==> config.mk <==
export PLATFORM = sky130hd
export DESIGN_NAME = sync_calibration_sequencer
export DESIGN_NICKNAME = d
export VERILOG_FILES = /design/src/rtl/sync_calibration_sequencer.sv
export SDC_FILE = /design/constraint.sdc
export NUM_CORES = 1
export LEC_CHECK = 0
export BUFFER_PORTS_ARGS = -buffer_cell sky130_fd_sc_hd__clkbuf_2
export CORE_ASPECT_RATIO = 1.25
export CORE_UTILIZATION = 44
export CTS_BUF_LIST = sky130_fd_sc_hd__clkbuf_8
export DETAILED_ROUTE_END_ITERATION = 12
export PLACE_DENSITY = 0.64
export SLEW_MARGIN = 20
export SYNTH_ARGS = -nofsm -noshare
export SYNTH_HDL_FRONTEND = slang
export SYNTH_SLANG_ARGS = --single-unit
==> constraint.sdc <==
create_clock -name clock -period 6.6 [get_ports clock]
set_clock_uncertainty 0.05 [all_clocks]
set_input_delay 1.32 -clock clock [delete_from_list [all_inputs] [get_ports clock]]
set_output_delay 1.32 -clock clock [all_outputs]
set_load 0.01 [all_outputs]
==> src/rtl/sync_calibration_sequencer.sv <==
// Burst calibration sequencer: fast-gate armed, phase aligned trigger shots
// with a detector-ready handshake and timeout.
module sync_calibration_sequencer #(
   parameter int NUM_CH    = 4,
   parameter int DELAY_W   = 24,
   parameter int SHOTS_W   = 8,
   parameter int PULSE_W   = 8,
   parameter int TIMEOUT   = 2**22,
   parameter int DET_GRACE = 16
) (
   input  logic               clock,
   input  logic               reset,
   input  logic               start_signal,
   input  logic               abort,
   input  logic               fg_signal,
   input  logic               phase_signal,
   input  logic               detector_ready,
   input  logic [DELAY_W-1:0] cfg_delay,
   input  logic [SHOTS_W-1:0] cfg_shots,
   input  logic [PULSE_W-1:0] cfg_pulse_len,
   input  logic [NUM_CH-1:0]  cfg_ch_enable,
   output logic [NUM_CH-1:0]  output_trigger,
   output logic [2:0]         scenario_state,
   output logic [SHOTS_W-1:0] counter_out,
   output logic               busy,
   output logic               done,
   output logic               error
);

   localparam int TMO_W = $clog2(TIMEOUT + 1);
   localparam logic [TMO_W-1:0] TMO_LAST = TMO_W'(TIMEOUT - 1);
   localparam logic [TMO_W-1:0] GRACE    = TMO_W'(DET_GRACE);

   typedef enum logic [2:0] {
      S_IDLE  = 3'd0,
      S_ARM   = 3'd1,
      S_DELAY = 3'd2,
      S_PHASE = 3'd3,
      S_FIRE  = 3'd4,
      S_WAIT  = 3'd5,
      S_DONE  = 3'd6,
      S_ERROR = 3'd7
   } state_t;

   state_t state;

   logic [3:0] sync1;
   logic [3:0] sync2;
   logic [2:0] prev;
   logic [2:0] rise;
   logic       start_rise;
   logic       fg_rise;
   logic       phase_rise;
   logic       ready_sync;

   logic [DELAY_W-1:0] lat_delay;
   logic [SHOTS_W-1:0] lat_shots;
   logic [PULSE_W-1:0] lat_pulse;
   logic [NUM_CH-1:0]  lat_mask;
   logic [DELAY_W-1:0] delay_cnt;
   logic [PULSE_W-1:0] pulse_cnt;
   logic [TMO_W-1:0]   wait_cnt;

   // bit 3 (detector ready) is used as a level, the others as edges
   always_ff @(posedge clock) begin
      if (reset) begin
         sync1 <= '0;
         sync2 <= '0;
         prev  <= '0;
      end else begin
         sync1 <= {detector_ready, phase_signal, fg_signal, start_signal};
         sync2 <= sync1;
         prev  <= sync2[2:0];
      end
   end

   assign rise       = sync2[2:0] & ~prev;
   assign start_rise = rise[0];
   assign fg_rise    = rise[1];
   assign phase_rise = rise[2];
   assign ready_sync = sync2[3];

   assign scenario_state = state;

   always_ff @(posedge clock) begin
      if (reset) begin
         state          <= S_IDLE;
         output_trigger <= '0;
         counter_out    <= '0;
         busy           <= 1'b0;
         done           <= 1'b0;
         error          <= 1'b0;
         lat_delay      <= '0;
         lat_shots      <= '0;
         lat_pulse      <= '0;
         lat_mask       <= '0;
         delay_cnt      <= '0;
         pulse_cnt      <= '0;
         wait_cnt       <= '0;
      end else if (abort) begin
         state          <= S_IDLE;
         output_trigger <= '0;
         busy           <= 1'b0;
         done           <= 1'b0;
         error          <= 1'b0;
      end else begin
         done <= 1'b0;
         unique case (state)
            S_IDLE: begin
               if (start_rise) begin
                  lat_delay   <= cfg_delay;
                  lat_shots   <= cfg_shots;
                  lat_mask    <= cfg_ch_enable;
                  lat_pulse   <= (cfg_pulse_len == '0) ?
                                 PULSE_W'(1) : cfg_pulse_len;
                  counter_out <= '0;
                  busy        <= 1'b1;
                  if (cfg_shots == '0) begin
                     state <= S_DONE;
                     done  <= 1'b1;
                  end else begin
                     state <= S_ARM;
                  end
               end
            end
            S_ARM: begin
               if (fg_rise) begin
                  if (lat_delay == '0) begin
                     state <= S_PHASE;
                  end else begin
                     state     <= S_DELAY;
                     delay_cnt <= lat_delay;
                  end
               end
            end
            S_DELAY: begin
               if (delay_cnt == DELAY_W'(1)) begin
                  state <= S_PHASE;
               end else begin
                  delay_cnt <= delay_cnt - DELAY_W'(1);
               end
            end
            S_PHASE: begin
               if (phase_rise) begin
                  state          <= S_FIRE;
                  output_trigger <= lat_mask;
                  pulse_cnt      <= lat_pulse;
                  counter_out    <= counter_out + SHOTS_W'(1);
               end
            end
            S_FIRE: begin
               if (pulse_cnt == PULSE_W'(1)) begin
                  state          <= S_WAIT;
                  output_trigger <= '0;
                  wait_cnt       <= '0;
               end else begin
                  pulse_cnt <= pulse_cnt - PULSE_W'(1);
               end
            end
            S_WAIT: begin
               // ready wins over a timeout landing on the same cycle
               if (wait_cnt >= GRACE && ready_sync) begin
                  if (counter_out == lat_shots) begin
                     state <= S_DONE;
                     done  <= 1'b1;
                  end else begin
                     state <= S_ARM;
                  end
               end else if (wait_cnt == TMO_LAST) begin
                  state <= S_ERROR;
                  error <= 1'b1;
                  busy  <= 1'b0;
               end else begin
                  wait_cnt <= wait_cnt + TMO_W'(1);
               end
            end
            S_DONE: begin
               state <= S_IDLE;
               busy  <= 1'b0;
            end
            S_ERROR: begin
               error <= 1'b1;
            end
            default: begin
               state <= S_IDLE;
            end
         endcase
      end
   end

endmodule

==> results.md, run 1 <==
- Initial Utilization: 0.447
- Syn_area_per_cell: 7.71 µm²
- Final Cell Area: 7130 µm²
- Final slew viol count: 0
- RSZ-0062 raised after global routing: no
- Die height: 137 µm
- Reg clk slew, reported paths: 0.08 ns
- Crit path from: scenario_state[0]$_SDFFE_PP0P_
- Seq/Total Area, Yosys: 0.399
- Yosys warnings: 0
- Mapped Cells: 832
- Fmax achieved: 336 MHz
- DPL Wire Length: 10700 µm
- Drc violations: 0
- Critical-path top delay cell: dfxtp_1
- Drt first pass iters: 5
- Worst EP required: 5.23 ns
- Sequential Power Share: 0.518
- Number of global-route vias before repair: 5487
- Final setup fails: 0
- Worst Reg-to-Reg Cells: 6
- Core Footprint: 14300 µm²
- Top FF cell, synth: dfxtp_1
- Crit share post-route: 0.451
- Final core occ: 0.497
- Initial antenna violation count: 0
- Final wirelength: 15800 µm
- Largest cells by area after synthesis: dfxtp_1 40%, nand2_1 9.7%, a21oi_1 9.1%
- Worst Hold Endpoint: sync2[0]$_SDFF_PP0_
- Tmin final: 2.98 ns
- WL/cell: 14.9 µm
- IO Port Bufs: 68
- Internal: 1.12 mW
- PwrDens: 215 nW/µm²
- Nets: 929
- Count of final hold-check violations: 0
- Max clock buf depth: 2
- Logic pwr share: 0.061
- R2R Path Start: scenario_state[0]$_SDFFE_PP0P_
- Worst setup SP type: flop
- Antenna-violating nets left: 0
- Largest net degree at the start of global routing: 104
- Pleak: 2.52 nW
- WHS Path Cells: 1
- Tot GR Track Use: 0.223
- Synthesized Nets: 890
- Area grow syn2layout: 11.2%
- Drt initial violations: 375
- Setup Buffers After CTS: 0
- Max-slew headroom: 0.271
- Worst hold-check path type: reg2reg
- Via density per instance: 5.61
- CTS tree: done
- Yosys cell types: 76
- Clk root buf: clkbuf_8
- Via count: 5958
- GPL Wtd Cong: 0.816
- Clock latency on the worst-skew pair: 0.46 ns
- GRT Residual Overflow: 0
- CTS HTree Levels: 4
- Post-synth ARST share: 0
- Setup TNS: 0 ns
- Critical path's largest stage delay: 0.88 ns
- Num ports: 69
- CP Class: reg2out
- Hold_sp: sync1[0]$_SDFF_PP0_
- CTS Buf Count: 17
- Critical R2R Capture: scenario_state[0]$_SDFFE_PP0P_
- Critical Path AT: 1.61 ns
- Worst Tran Pin Value: 1.09 ns
- Sw frac: 0.270
- Setup crit end kind: output pin
- Largest area contributor in the synthesized netlist: dfxtp_1
- Post-synth top area share: 0.399
- Pwr Total: 1.53 mW
- Status: finished, final reports clean
- Largest driver fanout on the critical path: 26
- Clock Sinks: 128
- EDFF count, synth: 0
- # diodes: 0
- Post_cts resized: 0
- Clock power share: 0.421
- Post-DP Area: 6760 µm²
- Die width: 110 µm
- Critical path buffers and inverters: 1
- Rows: 49
- Worst-path cell chain: clkbuf_2
- Post-cts hold buffer count: 0
- Worst IR Drop VDD: 0.000184 V
- First-pass GRT wire length: 26100 µm
- DIE AREA: 15100 µm²
- Crit path max-delay family: flip-flops
- Layout cells sized above 1: 0.148
- Fin cells: 1062
- WP depth: 1
- Switching pwr: 0.415 mW
- DP Cell Count: 1030
- Post-Syn Area: 6420 µm²
- R2R setup slack: 3.68 ns
- Post-synthesis register bit count: 128
- Maxcap violations: 0
[synthesized netlist by cell type, drive strengths merged, types with 4 or more instances]
cell type / number
a211oi: 6
ha: 7
or3: 19
or4: 12
buf: 21
a21o: 5
nor3: 23
nor3b: 4
xnor2: 5
nor2: 52
o21a: 4
nand2: 165
dfxtp: 128
nand3: 20
and3: 10
inv: 13
o31ai: 14
a31oi: 6
a21oi: 118
o21ai: 52
nor4: 25
nor2b: 15
clkbuf: 29
xor2: 10
nand4: 11
[cell families after synthesis]
| kind of cell | after synthesis | synth area share |
|---|---|---|
| AO/OA/AOI/OAI | 232 | 0.214 |
| adder cells (fa/ha/maj) | 7 | 0.0136 |
| XOR/XNOR | 15 | 0.0205 |
| flip-flops | 128 | 0.399 |
| buffers and inverters | 64 | 0.0482 |
| multiplexers | 5 | 0.00819 |
| AND/OR/NAND/NOR | 381 | 0.296 |
[worst max-delay path by stage]
stage | to | slack (ns)
after floorplan | wait_cnt[21]$_SDFFE_PP0P_ | 3.82
after global placement | wait_cnt[16]$_SDFFE_PP0P_ | 3.38
after detailed placement | wait_cnt[15]$_SDFFE_PP0P_ | 3.33
after CTS | scenario_state[0] | 3.60
after global routing | scenario_state[0]$_SDFFE_PP0P_ | 3.36
final | scenario_state[0] | 3.62
[stage by stage]
stage / hold WS (ns) / setup slack [ns]
2_1_floorplan: 0.364 / 3.82
3_3_place_gp: 0.366 / 3.38
3_5_place_dp: 0.377 / 3.33
4_1_cts: 0.399 / 3.60
5_1_grt: 0.407 / 3.36
6_report: 0.387 / 3.62
[layout by cell type (no fill, tap or decap), types with 7 or more instances in the layout]
master / n
inv_1: 13
clkbuf_2: 67
ha_1: 7
o31ai_1: 13
nor2_1: 51
nor4_1: 25
and3_1: 9
o21ai_0: 50
xor2_1: 10
nand3_1: 19
nor2b_1: 15
or3_1: 19
nand4_1: 11
or4_1: 12
nor3_1: 20
a21oi_1: 116
dfxtp_1: 128
clkbuf_8: 17
nand2_1: 165
[area by class of cell]
cell class                 count  area, µm²
clock buffer                  17        234
clock inverter                15        138
timing repair buffer          71        365
multi-input combinational    640       3560
inverter                      13       48.8
fill                        1475       7210
sequential                   128       2560
tap                          178        223
[routing by layer]
| layer | track usage | wire length (µm) | vias up |
|---|---|---|---|
| li1 | - | - | 3055 |
| met1 | 0.276 | 7100 | 2758 |
| met2 | 0.376 | 7910 | 127 |
| met3 | 0.0505 | 621 | 18 |
| met4 | 0.0770 | 216 | 0 |
| met5 | 0 | 0 | - |
[power by group through the flow]
stage                     Sequential (mW)  Clock (mW)  Combinational, mW
after floorplan                     0.807           0             0.0654
after global placement              0.812           0             0.0936
after detailed placement            0.813           0             0.0940
after CTS                           0.795       0.665             0.0945
after global routing                0.797       0.694              0.105
final                               0.795       0.645             0.0932
[state kept, by name, indices dropped and copies added, names as in the netlist]
name,count
prev,3
lat_pulse,8
done,1
lat_shots,8
wait_cnt,23
output_trigger,4
lat_delay,24
pulse_cnt,8
sync1,4
lat_mask,4
delay_cnt,24
counter_out,8
scenario_state,3
error,1
sync2,4
busy,1
No activity file was read; power rests on OpenSTA's default activity.
==> run 2, diff against run 1 <==
Settings changed: PLACE_DENSITY 0.64 to 0.66.
Clock period 6.6 ns to 2.7 ns, I/O delays scaled along.
==> results.md, run 2 (synthesized netlist as in run 1, its figures left out) <==
- Status: finished, final reports clean
- WHS Path Cells: 2
- Pleak: 2.62 nW
- Crit path from: pulse_cnt[0]$_SDFFE_PP0P_
- Maxcap violations: 0
- Final setup fails: 0
- DPL Wire Length: 11000 µm
- Tmin final: 2.48 ns
- Final wirelength: 15800 µm
- PwrDens: 518 nW/µm²
- WL/cell: 14.6 µm
- Area grow syn2layout: 13.7%
- DP Cell Count: 1049
- Initial Utilization: 0.447
- Number of global-route vias before repair: 5342
- CP Class: reg2reg
- Worst Hold Endpoint: sync1[0]$_SDFF_PP0_
- Worst setup SP type: flop
- Most frequent cells in the layout: 165 x nand2_1, 128 x dfxtp_1, 117 x a21oi_1
- R2R Path Start: pulse_cnt[0]$_SDFFE_PP0P_
- Num ports: 69
- Clock latency on the worst-skew pair: 0.45 ns
- Drc violations: 0
- Commonest non-fill, non-tap cell in the layout: nand2_1
- Critical R2R Capture: wait_cnt[17]$_SDFFE_PP0P_
- Drt first pass iters: 5
- Core Footprint: 14300 µm²
- Setup TNS: 0 ns
- Worst EP required: 3.03 ns
- Max clock buf depth: 2
- Reg clk slew, reported paths: 0.08 ns
- Crit share post-route: 0.919
- Count of final hold-check violations: 0
- GPL Wtd Cong: 0.871
- Clock Sinks: 128
- Final slew viol count: 0
- Worst IR Drop VDD: 0.000307 V
- Tot GR Track Use: 0.219
- Rows: 49
- Critical Path AT: 2.81 ns
- Final setup margin: 0.219 ns
- CTS tree: done
- Largest driver fanout on the critical path: 20
- CTS HTree Levels: 4
- Initial antenna violation count: 0
- First-pass GRT wire length: 25700 µm
- Nets: 948
- Die width: 110 µm
- Pre-CTS setup slack: 0.212 ns
- Clk root buf: clkbuf_8
- Fin cells: 1080
- Drt initial violations: 351
- Worst hold-check path type: in2reg
- # diodes: 0
- R2R setup slack: 0.22 ns
- Hold_sp: start_signal
- DIE AREA: 15100 µm²
- Max-slew headroom: 0.594
- IO Port Bufs: 68
- Post-cts hold buffer count: 0
- Die height: 137 µm
- Antenna-violating nets left: 0
- Via count: 5983
- Via density per instance: 5.54
- Worst Tran Pin Value: 0.607 ns
- Setup crit end kind: flop
- GRT Residual Overflow: 0
- Registers with the most flip-flops: delay_cnt (24), lat_delay (24), wait_cnt (23)
- Fmax achieved: 403 MHz
- RSZ-0062 raised after global routing: no
- Worst Reg-to-Reg Cells: 8
- Largest net degree at the start of global routing: 54
- Layout cells sized above 1: 0.164
- CTS Buf Count: 17
## run 2: what timing repair did
item                       4_1_cts  5_1_grt
setup endpoints to repair        0        3
buffers inserted                 0        0
resized for setup                0        2
## run 2: metrics by stage
step	total power, mW	hold WS (ns)	util	cell area, µm²
2_1_floorplan	2.13	0.364	-	6420
3_3_place_gp	2.23	0.366	0.482	6910
3_5_place_dp	2.23	0.378	0.482	6910
4_1_cts	3.82	0.215	0.508	7290
5_1_grt	3.95	0.218	0.509	7300
6_report	3.78	0.246	0.509	7300
## run 2: per-layer routing
| metal | share of wire | global-route usage | up-vias |
|---|---|---|---|
| met1 | 0.44 | 0.258 | 2764 |
| li1 | - | - | 3074 |
| met4 | 0.018 | 0.0815 | 0 |
| met2 | 0.50 | 0.383 | 117 |
| met3 | 0.038 | 0.0519 | 28 |
| met5 | 0 | 0 | - |
## run 2: final cells by class
type | instances | area [µm²]
sequential | 128 | 2560
clock buffer | 17 | 234
multi-input combinational | 640 | 3560
clock inverter | 14 | 145
inverter | 13 | 48.8
timing repair buffer | 90 | 520
tap | 178 | 223
fill | 1451 | 7050
## run 2: how the worst max path moves through the flow
stage	to	slack, ns	cells past startpoint
2_1_floorplan	delay_cnt[14]$_SDFFE_PP0P_	0.43	9
4_1_cts	scenario_state[0]$_SDFFE_PP0P_	0.17	7
6_report	wait_cnt[17]$_SDFFE_PP0P_	0.22	8
3_3_place_gp	wait_cnt[15]$_SDFFE_PP0P_	0.37	8
3_5_place_dp	scenario_state[0]$_SDFFE_PP0P_	0.21	7
5_1_grt	wait_cnt[17]$_SDFFE_PP0P_	0.004	8
## run 2: report_power, final
group          internal [mW]  switching [mW]
logic                 0.0970           0.151
clock network          0.809           0.784
registers               1.91          0.0245
total                   2.82           0.960
## run 2: worst max-delay path, stage by stage, from the launching register on
cell	delay, ns
dfxtp_1	0.40
ha_1	0.17
nor4b_2	0.36
a21oi_1	0.19
nor4_1	0.29
a21oi_1	0.07
buf_4	0.20
or4_1	0.51
a21oi_1	0.16
